**src/rtl/sqrt_pkg.sv**
```systemverilog
// Shared types and widths for the round-robin square-root scheduler.
package sqrt_pkg;

  localparam int unsigned OPW   = 8;
  localparam int unsigned ROOTW = 4;
  localparam int unsigned REMW  = 5;

  typedef enum logic [1:0] {
    StIdle   = 2'd0,
    StSettle = 2'd1,
    StResp   = 2'd2
  } state_e;

endpackage

```
**src/rtl/sqrt_rr_sched_if.sv**
```systemverilog
// Request/response bundle between client blocks and the square-root scheduler.
interface sqrt_rr_sched_if
  import sqrt_pkg::*;
#(
  parameter int unsigned NREQ = 4,
  parameter int unsigned ID_W = 2
) ();

  logic [NREQ-1:0]     req_valid;
  logic [OPW*NREQ-1:0] req_data;
  logic [NREQ-1:0]     req_ready;
  logic                rsp_valid;
  logic                rsp_ready;
  logic [ID_W-1:0]     rsp_id;
  logic [ROOTW-1:0]    rsp_root;
  logic [REMW-1:0]     rsp_rem;
  logic                busy;

  modport master (
    output req_valid, req_data, rsp_ready,
    input  req_ready, rsp_valid, rsp_id, rsp_root, rsp_rem, busy
  );

  modport slave (
    input  req_valid, req_data, rsp_ready,
    output req_ready, rsp_valid, rsp_id, rsp_root, rsp_rem, busy
  );

endinterface

```
**src/rtl/sqrt_rr_sched_psqrt.sv**
```systemverilog
// Combinational 8-bit unsigned square-root array: u = floor(sqrt(p)).
module sqrt_rr_sched_psqrt
  import sqrt_pkg::*;
(
  input  logic [OPW-1:0]   p,
  output logic [ROOTW-1:0] u
);

  logic [ROOTW-1:0] acc;
  logic [ROOTW-1:0] cand;
  logic [OPW-1:0]   sq;

  // Decide one root bit per stage, MSB first, keeping it if the trial square fits.
  always_comb begin
    acc  = '0;
    cand = '0;
    sq   = '0;
    for (int i = ROOTW - 1; i >= 0; i--) begin
      cand = acc | (ROOTW'(1) << i);
      sq   = {4'b0, cand} * {4'b0, cand};
      if (sq <= p) acc = cand;
    end
    u = acc;
  end

endmodule

```
**src/rtl/sqrt_rr_sched.sv**
```systemverilog
// Round-robin scheduler sharing one psqrt array among NREQ requesters.
module sqrt_rr_sched
  import sqrt_pkg::*;
#(
  parameter int unsigned NREQ          = 4,
  parameter int unsigned ID_W          = 2,
  parameter int unsigned SETTLE_CYCLES = 2
) (
  input logic             clk,
  input logic             reset,
  sqrt_rr_sched_if.slave  bus
);

  state_e           state;
  logic [ID_W-1:0]  ptr;
  logic [OPW-1:0]   operand;
  logic [3:0]       cnt;
  logic [ID_W-1:0]  id_q;
  logic [ROOTW-1:0] root_q;
  logic [REMW-1:0]  rem_q;

  logic             gnt_any;
  logic [ID_W-1:0]  gnt_id;
  logic [OPW-1:0]   gnt_data;
  logic [NREQ-1:0]  gnt_oh;
  logic [ID_W-1:0]  ptr_nxt;
  int unsigned      idx;

  logic [ROOTW-1:0] root_arr;
  logic [OPW-1:0]   sq;

  sqrt_rr_sched_psqrt u_psqrt (
    .p (operand),
    .u (root_arr)
  );

  // First valid requester at or above the pointer, wrapping modulo NREQ.
  always_comb begin
    gnt_any  = 1'b0;
    gnt_id   = '0;
    gnt_data = '0;
    gnt_oh   = '0;
    idx      = 0;
    for (int unsigned k = 0; k < NREQ; k++) begin
      idx = 32'(ptr) + k;
      if (idx >= NREQ) idx = idx - NREQ;
      if (!gnt_any && bus.req_valid[idx]) begin
        gnt_any  = 1'b1;
        gnt_id   = ID_W'(idx);
        gnt_data = bus.req_data[idx*OPW +: OPW];
      end
    end
    if (gnt_any) gnt_oh[gnt_id] = 1'b1;
    ptr_nxt = (gnt_id == ID_W'(NREQ - 1)) ? '0 : gnt_id + 1'b1;
  end

  assign sq = {4'b0, root_arr} * {4'b0, root_arr};

  always_ff @(posedge clk) begin
    if (reset) begin
      state   <= StIdle;
      ptr     <= '0;
      operand <= '0;
      cnt     <= '0;
      id_q    <= '0;
      root_q  <= '0;
      rem_q   <= '0;
    end else begin
      unique case (state)
        StIdle: begin
          if (gnt_any) begin
            operand <= gnt_data;
            id_q    <= gnt_id;
            ptr     <= ptr_nxt;
            cnt     <= 4'(SETTLE_CYCLES - 1);
            state   <= StSettle;
          end
        end
        StSettle: begin
          if (cnt == 4'd0) begin
            root_q <= root_arr;
            rem_q  <= REMW'({1'b0, operand} - {1'b0, sq});
            state  <= StResp;
          end else begin
            cnt <= cnt - 4'd1;
          end
        end
        StResp: begin
          if (bus.rsp_ready) state <= StIdle;
        end
        default: state <= StIdle;
      endcase
    end
  end

  assign bus.req_ready = (state == StIdle && !reset) ? gnt_oh : '0;
  assign bus.rsp_valid = (state == StResp);
  assign bus.busy      = (state != StIdle);
  assign bus.rsp_id    = id_q;
  assign bus.rsp_root  = root_q;
  assign bus.rsp_rem   = rem_q;

endmodule

```
**src/flat_wrapper.sv**
```systemverilog
// flat-port wrapper written by rule: the top's interface ports become plain ports
module sqrt_rr_sched_flat import sqrt_pkg::*;
#(
  parameter int unsigned NREQ          = 4,
  parameter int unsigned ID_W          = 2,
  parameter int unsigned SETTLE_CYCLES = 2
)
  (clk, reset, bus_req_valid, bus_req_data, bus_rsp_ready, bus_req_ready, bus_rsp_valid, bus_rsp_id, bus_rsp_root, bus_rsp_rem, bus_busy);
  sqrt_rr_sched_if #(.NREQ(NREQ), .ID_W(ID_W)) bus_i ();
  input logic clk;
  input logic reset;
  input wire logic [$bits(bus_i.req_valid)-1:0] bus_req_valid;
  input wire logic [$bits(bus_i.req_data)-1:0] bus_req_data;
  input wire logic [$bits(bus_i.rsp_ready)-1:0] bus_rsp_ready;
  output wire logic [$bits(bus_i.req_ready)-1:0] bus_req_ready;
  output wire logic [$bits(bus_i.rsp_valid)-1:0] bus_rsp_valid;
  output wire logic [$bits(bus_i.rsp_id)-1:0] bus_rsp_id;
  output wire logic [$bits(bus_i.rsp_root)-1:0] bus_rsp_root;
  output wire logic [$bits(bus_i.rsp_rem)-1:0] bus_rsp_rem;
  output wire logic [$bits(bus_i.busy)-1:0] bus_busy;
  assign bus_i.req_valid = bus_req_valid;
  assign bus_i.req_data = bus_req_data;
  assign bus_i.rsp_ready = bus_rsp_ready;
  assign bus_req_ready = bus_i.req_ready;
  assign bus_rsp_valid = bus_i.rsp_valid;
  assign bus_rsp_id = bus_i.rsp_id;
  assign bus_rsp_root = bus_i.rsp_root;
  assign bus_rsp_rem = bus_i.rsp_rem;
  assign bus_busy = bus_i.busy;
  sqrt_rr_sched #(.NREQ(NREQ), .ID_W(ID_W), .SETTLE_CYCLES(SETTLE_CYCLES)) u_core (.clk(clk), .reset(reset), .bus(bus_i));
endmodule
```
**config.mk**
```make
export PLATFORM = sky130hd
export DESIGN_NAME = sqrt_rr_sched_flat
export DESIGN_NICKNAME = d
export VERILOG_FILES = /design/src/rtl/sqrt_pkg.sv /design/src/rtl/sqrt_rr_sched_if.sv /design/src/rtl/sqrt_rr_sched_psqrt.sv /design/src/rtl/sqrt_rr_sched.sv /design/src/flat_wrapper.sv
export SDC_FILE = /design/constraint.sdc
export NUM_CORES = 1
export LEC_CHECK = 0
export BUFFER_PORTS_ARGS = -buffer_cell sky130_fd_sc_hd__buf_2
export CAP_MARGIN = 10
export CORE_AREA = 4 4 68 95
export DETAILED_ROUTE_END_ITERATION = 6
export DIE_AREA = 0 0 72 99
export GPL_TIMING_DRIVEN = 0
export PLACE_DENSITY_LB_ADDON = 0.1
export SYNTH_ARGS = -nofsm -noshare
export SYNTH_HDL_FRONTEND = slang
export SYNTH_SLANG_ARGS = --single-unit
```
**constraint.sdc**
```tcl
create_clock -name clk -period 8.4 [get_ports clk]
set_input_delay 2.52 -clock clk [delete_from_list [all_inputs] [get_ports clk]]
set_output_delay 2.52 -clock clk [all_outputs]
set_load 0.05 [all_outputs]
```
==> run metrics, run 1 <==
R2R Setup Slk 0.94 ns; DR vias approximately 2,800; layout cell share with drive strength beyond 1 a little under a third; number of global-route vias before repair 2,797; Area after DPL about 0.0036 mm²; Initial Util about 58%; data arrival time of the worst path roughly 7.7 ns; Mapped Cells 342; Critical Path RT 8.61 ns; Vias/cell around 6.0; Core Area 0.005525 mm²; synthesized cell area ~0.0032 mm²; Post-CTS Setup Bufs 0; Slew Limit Headroom approximately 52%; DR iter-0 viols between 80 and 90; DRT antenna net count 0; crit path time final about 7.5 ns; boundary pin count 56; number of synthesized register bits 27; Slew Viols, Final 0; worst setup path class reg2reg; fmax 134.1 MHz; period utilization approximately 89%; worst slew pin tran 0.7092 ns; DR WL/cell around 16 µm; largest family of logic cells by synthesized area multiplexers; met2 usage 42.00%; Worst Hold Class reg2reg; final hold vios 0; WHS Path Cells 2; Yosys warnings 0; clock latency on the worst-skew pair about 0.27 ns; Root Buffer clkbuf_8; total track usage a little over a fifth; H-tree level count 1; Unique masters post-synth 46; critical path endpoint u_core.bus.rsp_rem[3]; GR Util met1 approximately 25%; M3 GR Usage about 1.4%; final instance area about 0.0036 mm²; crit-path max cell delay approximately 0.57 ns; Most Frequent Cell on Critical Path ha_1; Net Count, Synth ~420; run status finished clean; Die Height 99 µm; post-synthesis mux area share 26.90%; worst r2r dst u_core.bus.rsp_rem[3]; RR Startpoint u_core.operand[6]; GR peak layer met2; Synth area leaders mux4_2 (20%), dfxtp_1 (17%), ha_1 (13%), mux2_2 (6.0%), nor2_1 (3.6%); # DRC 0; clk slew on worst S/H paths 0.10 ns; num rows 32; drt total wl between 7000 and 8000 µm; Clock Path Buffers 2; crit path max fanout 7; Synth top area share between 10% and 20%; hold_sp u_core.bus.rsp_rem[3]; total gr overflow 0; Worst Reg-to-Reg Cells 31; clock skew roughly 0.0044 ns; sequential fraction of the synthesis area about 17%; port buffer count 55; Final Wtd Congestion a little over 0.9; most frequent cells in the layout buf_2 (64), ha_1 (34), nor2_1 (31), mux4_2 (28), dfxtp_1 (27); Horiz. Die Dim just over 70 µm; Simple-Gate Fraction of Synth Area around an eighth; Final #Nets 478; Worst setup startpoint u_core.operand[6]; Fillers a little under 500; setup_tns 0 ns; maxcap violations 0; synthesized area per cell 9.369 µm²; Post-synth EDFFs 0; Crit. End Element flop; CTS tree yes; largest net degree at the start of global routing 17; area delta synth->final 12.89%; Synth Area in Adders 15.15%; async set-reset flop share out of synthesis 0%; n_diodes 0; HPWL Detailed ~6000 µm; crit path launch type flop; CTS Buf Count 3; area leader, netlist mux4_2; Synth Area in Compound Gates 18.86%; top_reg_cell synth dfxtp_1; drt pass-1 iters 4; DIE AREA ~0.007 mm²; clk sinks 27; first-pass GRT wire length 12,670 µm; commonest non-fill, non-tap cell in the layout buf_2; Setup Viol. Count Final 0; slowest stage cell, crit path a21boi_0; Post-Synth XOR/XNOR Area ~4.4%; RSZ-0062 raised after global routing false; initial antenna violation count 0
==> how the worst min path moves through the flow <==
| stage | end |
|---|---|
| after floorplan | u_core.cnt[0] |
| after global placement | u_core.bus.rsp_rem[3] |
| after detailed placement | u_core.bus.rsp_rem[2] |
| after CTS | u_core.bus.rsp_rem[3] |
| after global routing | u_core.bus.rsp_rem[3] |
| final | u_core.bus.rsp_rem[3] |
==> sequential cells by signal, summed over array words and instances, names as in the netlist <==
name and count:
u_core.operand 8, u_core.state 2, u_core.bus.rsp_id 2, u_core.bus.rsp_root 4, u_core.ptr 2, u_core.cnt 4, u_core.bus.rsp_rem 5
==> metal layers <==
metal | wire (µm) | part of all wire (%)
met5 | 0 | 0
met2 | 4098 | 55
met4 | 79 | 1.1
met1 | 2959 | 40
met3 | 325 | 4.4
==> synthesized netlist by cell type, types with 2 or more instances <==
cell,count
a211oi_1,7
a21o_1,7
a21oi_1,21
a22oi_1,8
a311oi_1,8
and2_1,6
buf_2,9
buf_6,2
clkbuf_1,10
dfxtp_1,27
fa_1,3
ha_1,34
inv_1,24
mux2_2,17
mux2i_1,4
mux4_2,28
nand2_1,18
nand2b_1,6
nand3_1,2
nand3b_1,2
nand4_1,2
nor2_1,31
nor2b_1,4
nor3_1,3
o21a_1,3
o21ai_0,19
o21bai_1,2
o32ai_1,2
or2_2,2
xnor2_1,10
xor2_1,6
==> cell families after synthesis <==
logic type | after synthesis
buffers and inverters | 46
AND/OR/NAND/NOR | 79
multiplexers | 49
adder cells (fa/ha/maj) | 37
AO/OA/AOI/OAI | 88
XOR/XNOR | 16
flip-flops | 27
==> area by class of cell <==
class                      instances  area (µm²)  share of cell area [%]
tap                               68       85.08                   2.352
sequential                        27       540.5                   14.94
buffer                            21       105.1                   2.906
clock inverter                     1       7.507                  0.2075
timing repair buffer              55       275.3                   7.610
clock buffer                       3       41.29                   1.141
inverter                          25       93.84                   2.594
multi-input combinational        269        2469                   68.25
==> through the flow <==
stage                     util [%]  worst slack, ns  hold WS [ns]  cells
after CTS                    65.40           0.5744        0.4973    469
final                        65.47           0.9426        0.4834    469
after floorplan                  -            1.509        0.4805    342
after global routing         65.47           0.2907        0.5263    469
after detailed placement     64.52           0.6326        0.4791    465
after global placement       64.52           0.7267        0.4591    465
==> worst max-delay path: cells and delay by family (launching register included) <==
kind	cells	cell delay, ns
AO/OA/AOI/OAI	9	2.25
buffers and inverters	4	0.61
XOR/XNOR	5	0.72
flip-flops	1	0.31
AND/OR/NAND/NOR	4	0.77
adder cells (fa/ha/maj)	9	2.71
==> what timing repair did <==
item | CTS | global route
gates resized for setup | 0 | 1
setup endpoints to repair | 0 | 2
hold buffers | 0 | 0
endpoints found under the hold margin | 0 | 0
Power of run 1 is left out: the tool's default activity adds up to more than one toggle a clock period on the data nets, which glitch-free logic cannot reach.
==> inputs of run 2 (changes only) <==
CAP_MARGIN = default   (was 10)
CORE_AREA = 4 4 67 94   (was 4 4 68 95)
DIE_AREA = 0 0 71 98   (was 0 0 72 99)
SYNTH_HIERARCHICAL = 1   (was default)
==> run metrics, run 2 <==
run status finished clean; initial antenna violation count 0; WHS Path Cells 2; GR Util met1 23.31%; n_diodes 0; crit path time final slightly below 8 ns; period utilization roughly nine tenths; first-pass GRT wire length between 10,000 and 15,000 µm; crit path launch type flop; Clock Path Buffers 2; family with the most delay on the worst path adder cells; RR Startpoint u_core/operand[6]; Synth top area share around 18%; area leader, netlist dfxtp_1; RSZ-0062 raised after global routing false; Final Wtd Congestion between 0.8 and 0.9; Post-CTS Setup Bufs 0; Mapped Cells about 350; Worst Hold Class reg2reg; DIE AREA 0.006958 mm²; Net Count, Synth 425; worst setup path class reg2reg; PostCTS Resize Cnt 0; most frequent cells in the layout buf_2 (61), nor2_1 (40), ha_1 (31), a21oi_1 (29), nand2_1 (29); boundary pin count between 50 and 60; met2 usage roughly two fifths; Hold EP u_core/bus.rsp_rem[4]; clk slew on worst S/H paths about 0.090 ns; max reg flops 8; setup_tns 0 ns; clock latency on the worst-skew pair approximately 0.27 ns; drt total wl roughly 7300 µm; synthesized cell area 0.003050 mm²; number of global-route vias before repair roughly 2,800; top_reg_cell synth dfxtp_1; data arrival time of the worst path slightly below 8 ns; Crit. End Element flop; async set-reset flop share out of synthesis 0%; CTS Buf Count 3; Slew Limit Headroom a little over two fifths; DR WL/cell 15.24 µm; slowest stage cell, crit path o32ai_1; Setup Viol. Count Final 0; worst slew pin tran 0.8518 ns; port buffer count 54; DRT antenna net count 0; hold_sp u_core/bus.rsp_rem[4]; # DRC 0; HPWL Detailed slightly above 6000 µm; Horiz. Die Dim a little over 70 µm; sequential fraction of the synthesis area between 10% and 20%; dpl cells 475; commonest non-fill, non-tap cell in the layout buf_2; Initial Util 56.02%; Buf/Inv on CP 0; Yosys warnings 6; area delta synth->final 13.17%; Core Area 0.005445 mm²; CTS tree yes; Unique masters post-synth 51; drt pass-1 iters 4; Final #Nets roughly 480; non-filler instance count after layout 479; Root Buffer clkbuf_8; M3 GR Usage 1.545%; fmax roughly 130 MHz; synthesized area per cell about 8.6 µm²; DR iter-0 viols approximately 140; clk sinks 27; Post-synth EDFFs 0; count leader, synth nor2_1; total gr overflow 0; Core Util, Final a little under two thirds; GR peak layer met2; Slew Viols, Final 0; Most Frequent Cell on Critical Path ha_1; Synth area leaders dfxtp_1 (18%), mux4_2 (14%), ha_1 (13%), mux2_2 (6.3%), nor2_1 (4.9%); clock skew between 0.007 and 0.008 ns; H-tree level count 1; num rows 32; Worst Reg-to-Reg Cells 27; final hold vios 0; layout cell share with drive strength beyond 1 27.98%; most frequent cells after synthesis nor2_1 (40), ha_1 (31), a21oi_1 (29), nand2_1 (29), dfxtp_1 (27); final instance area 0.003452 mm²; Die Height between 90 and 100 µm; Top reg by flops u_core/operand; worst r2r dst u_core/bus.rsp_rem[4]; DR vias 2,793; Fillers slightly above 500; crit-path max cell delay 0.78 ns; number of synthesized register bits 27; maxcap violations 0; crit path max fanout 10; R2R Setup Slk roughly 0.69 ns; total track usage between 20% and 30%; Critical Path RT around 8.6 ns; hold buffers post-CTS 0; Vias/cell 5.831; Area after DPL between 0.003 and 0.004 mm²; largest net degree at the start of global routing 16
run 2: cell types whose count changed after synthesis, moves of 5 or more:
cell / delta
a211oi_1: -5
a21oi_1: +8
mux4_2: -9
nand2_1: +11
nand3_1: +5
nor2_1: +9
nor3_1: +5
run 2: per-stage QoR:
stage | hold WS, ns | setup slack, ns
6_report | 0.4574 | 0.6928
5_1_grt | 0.4837 | 0.007073
4_1_cts | 0.4664 | 0.6166
3_5_place_dp | 0.4532 | 0.6450
3_3_place_gp | 0.4384 | 0.7457
2_1_floorplan | 0.4665 | 1.600
run 2: cells by family (layout without fill, tap and decap cells):
group / Yosys count / count (layout) / synth area share (%)
AOI/OAI and AO/OA: 85 / 85 / 18.09
muxes: 38 / 38 / 21.49
and+or+nand+nor: 116 / 116 / 18.83
xor gates and xnor gates: 12 / 12 / 3.897
adders and majority gates: 33 / 33 / 14.03
buffers and inverters: 42 / 100 / 5.947
DFF: 27 / 27 / 17.72
run 2: area by class of cell:
type	instances	area [µm²]	area share [%]
Multi-Input combinational cell	284	2328	67.45
Sequential cell	27	540.5	15.66
Timing Repair Buffer	54	270.3	7.829
Buffer	21	102.6	2.972
Tap cell	68	85.08	2.465
Inverter	21	78.83	2.283
Clock buffer	3	41.29	1.196
Clock inverter	1	5.005	0.1450
run 2: tightest hold or removal path, stage by stage (launching register included):
cell and delay [ns]:
dfxtp_1 0.32, nand2_1 0.05, a21oi_1 0.05
run 2: worst max path at each step:
stage,slack (ns),endpoint,from,cells after the start
finish,0.69,u_core/bus.rsp_rem[4],u_core/operand[6],27
detailed placement,0.65,u_core/bus.rsp_rem[4],u_core/operand[6],27
floorplan,1.60,bus_req_ready[2],bus_req_valid[2],8
CTS,0.62,u_core/bus.rsp_rem[4],u_core/operand[6],27
global route,0.007,u_core/bus.rsp_rem[4],u_core/operand[6],27
global placement,0.75,u_core/bus.rsp_rem[4],u_core/operand[7],27
run 2: routing by layer:
layer	routed length, µm	share of wire, %	vias up
met2	4040	55	80
met3	252	3.5	8
li1	-	-	1402
met4	121	1.7	0
met5	0	0	-
met1	2886	40	1303
Power of run 2 is left out for the same reason.
==> inputs of run 3 (changes only) <==
REMOVE_ABC_BUFFERS = 1   (was default)
==> run metrics, run 3 (synthesis gave the netlist of run 2 again) <==
Most Frequent Cell on Critical Path ha_1; Final #Nets ~470; GR Util met1 22.41%; boundary pin count 56; DRT antenna net count 0; hold_sp u_core/bus.rsp_root[3]; clk sinks 27; first-pass GRT wire length 10,910 µm; area of the multi-input gates ~0.0023 mm²; CTS Buf Count 3; port buffer count 55; clk slew on worst S/H paths around 0.080 ns; RSZ-0062 raised after global routing false; Horiz. Die Dim around 70 µm; Initial Util between 50 and 60%; data arrival time of the worst path slightly below 8 ns; HPWL Detailed between 5000 and 6000 µm; initial antenna violation count 0; crit path time final ~7.7 ns; run status finished clean; number of global-route vias before repair roughly 2,500; Crit. End Element flop; Core Util, Final 62.13%; drt total wl roughly 6500 µm; DR WL/cell around 14 µm; Critical Path RT about 8.6 ns; commonest non-fill, non-tap cell in the layout buf_2; worst setup path class reg2reg; # DRC 0; DR iter-0 viols between 60 and 70; Vias/cell 5.839; GR peak layer met2; hold buffers post-CTS 0; layout cell share with drive strength beyond 1 about 28%; slowest stage cell, crit path o32ai_1; Post-CTS Setup Bufs 0; Buf/Inv on CP 1; most frequent cells in the layout buf_2 (55), nor2_1 (40), ha_1 (31), a21oi_1 (29), nand2_1 (29); num rows 32; clock latency on the worst-skew pair roughly 0.27 ns; Core Area approximately 0.0054 mm²; total gr overflow 0; crit path max fanout 10; DIE AREA approximately 0.0070 mm²; total track usage a little under a fifth; Worst Hold Class reg2reg; RR Startpoint u_core/operand[7]; largest net degree at the start of global routing 31; maxcap violations 0; max reg flops 8; final instance area 0.003383 mm²; drt pass-1 iters 4; n_diodes 0; M3 GR Usage under 10%; H-tree level count 1; Fillers 502; setup_tns 0 ns; Setup Viol. Count Final 0; worst slew pin tran between 0.9 and 1 ns; DR vias between 2,000 and 3,000; final hold vios 0; Root Buffer clkbuf_8; met2 usage between 30% and 40%; Slew Viols, Final 0; Final Wtd Congestion 0.8453; Top reg by flops u_core/operand; Clock Path Buffers 2; area delta synth->final 10.91%; clock skew roughly 0.0063 ns; family with the most delay on the worst path adder cells; crit path launch type flop; Area after DPL roughly 0.0033 mm²; Worst setup startpoint u_core/operand[7]; fmax 129.8 MHz; smallest hold slack between 0.4 and 0.5 ns; period utilization between 90% and 100%; PostCTS Resize Cnt 0; Die Height ~98 µm; crit-path max cell delay 0.78 ns; Reg area 541.8 µm²; CTS tree yes; Slew Limit Headroom between 30% and 40%
## run 3: cell type report
| class | count | area share, % |
|---|---|---|
| sequential | 27 | 16.01 |
| multi-input combinational | 284 | 68.82 |
| timing repair buffer | 57 | 8.950 |
| inverter | 21 | 2.330 |
| tap | 68 | 2.515 |
| clock buffer | 3 | 1.220 |
| clock inverter | 1 | 0.1479 |
## run 3: metal layers
metal,wire length [µm],up-vias
met5,0,-
met4,93,0
met3,232,6
met2,3332,55
met1,2807,1269
li1,-,1362
## run 3: stage by stage
step,std cells,setup WS [ns]
floorplan,332,1.614
global placement,455,0.7813
detailed placement,457,0.6429
CTS,461,0.6079
global route,461,0.06294
finish,461,0.6979
## run 3: worst paths after layout
| check | endpoint | slack [ns] | depth (start not counted) |
|---|---|---|---|
| worst max-delay path | u_core/bus.rsp_rem[4] | 0.70 | 27 |
| worst min-delay path | u_core/bus.rsp_root[3] | 0.45 | 2 |
| worst max register to register | u_core/bus.rsp_rem[4] | 0.70 | 27 |
| worst min register to register | u_core/bus.rsp_root[3] | 0.45 | 2 |
## run 3: worst register-to-register path, stage by stage (launching register included)
cell      delay [ns]
dfxtp_1         0.42
inv_1           0.15
a21oi_1         0.64
ha_1            0.41
xor2_1          0.19
xnor2_1         0.13
ha_1            0.28
nand3b_1        0.10
or4_4           0.44
a21oi_1         0.47
ha_1            0.35
xor2_1          0.16
ha_1            0.24
fa_1            0.37
a21o_1          0.17
a21oi_1         0.17
xnor2_1         0.09
ha_1            0.29
nand4_1         0.17
o32ai_1         0.79
ha_1            0.29
ha_1            0.26
fa_1            0.42
nor2b_1         0.16
o21a_1          0.15
nor3_1          0.05
nand3b_1        0.14
a21oi_1         0.15
Power of run 3 is left out for the same reason.
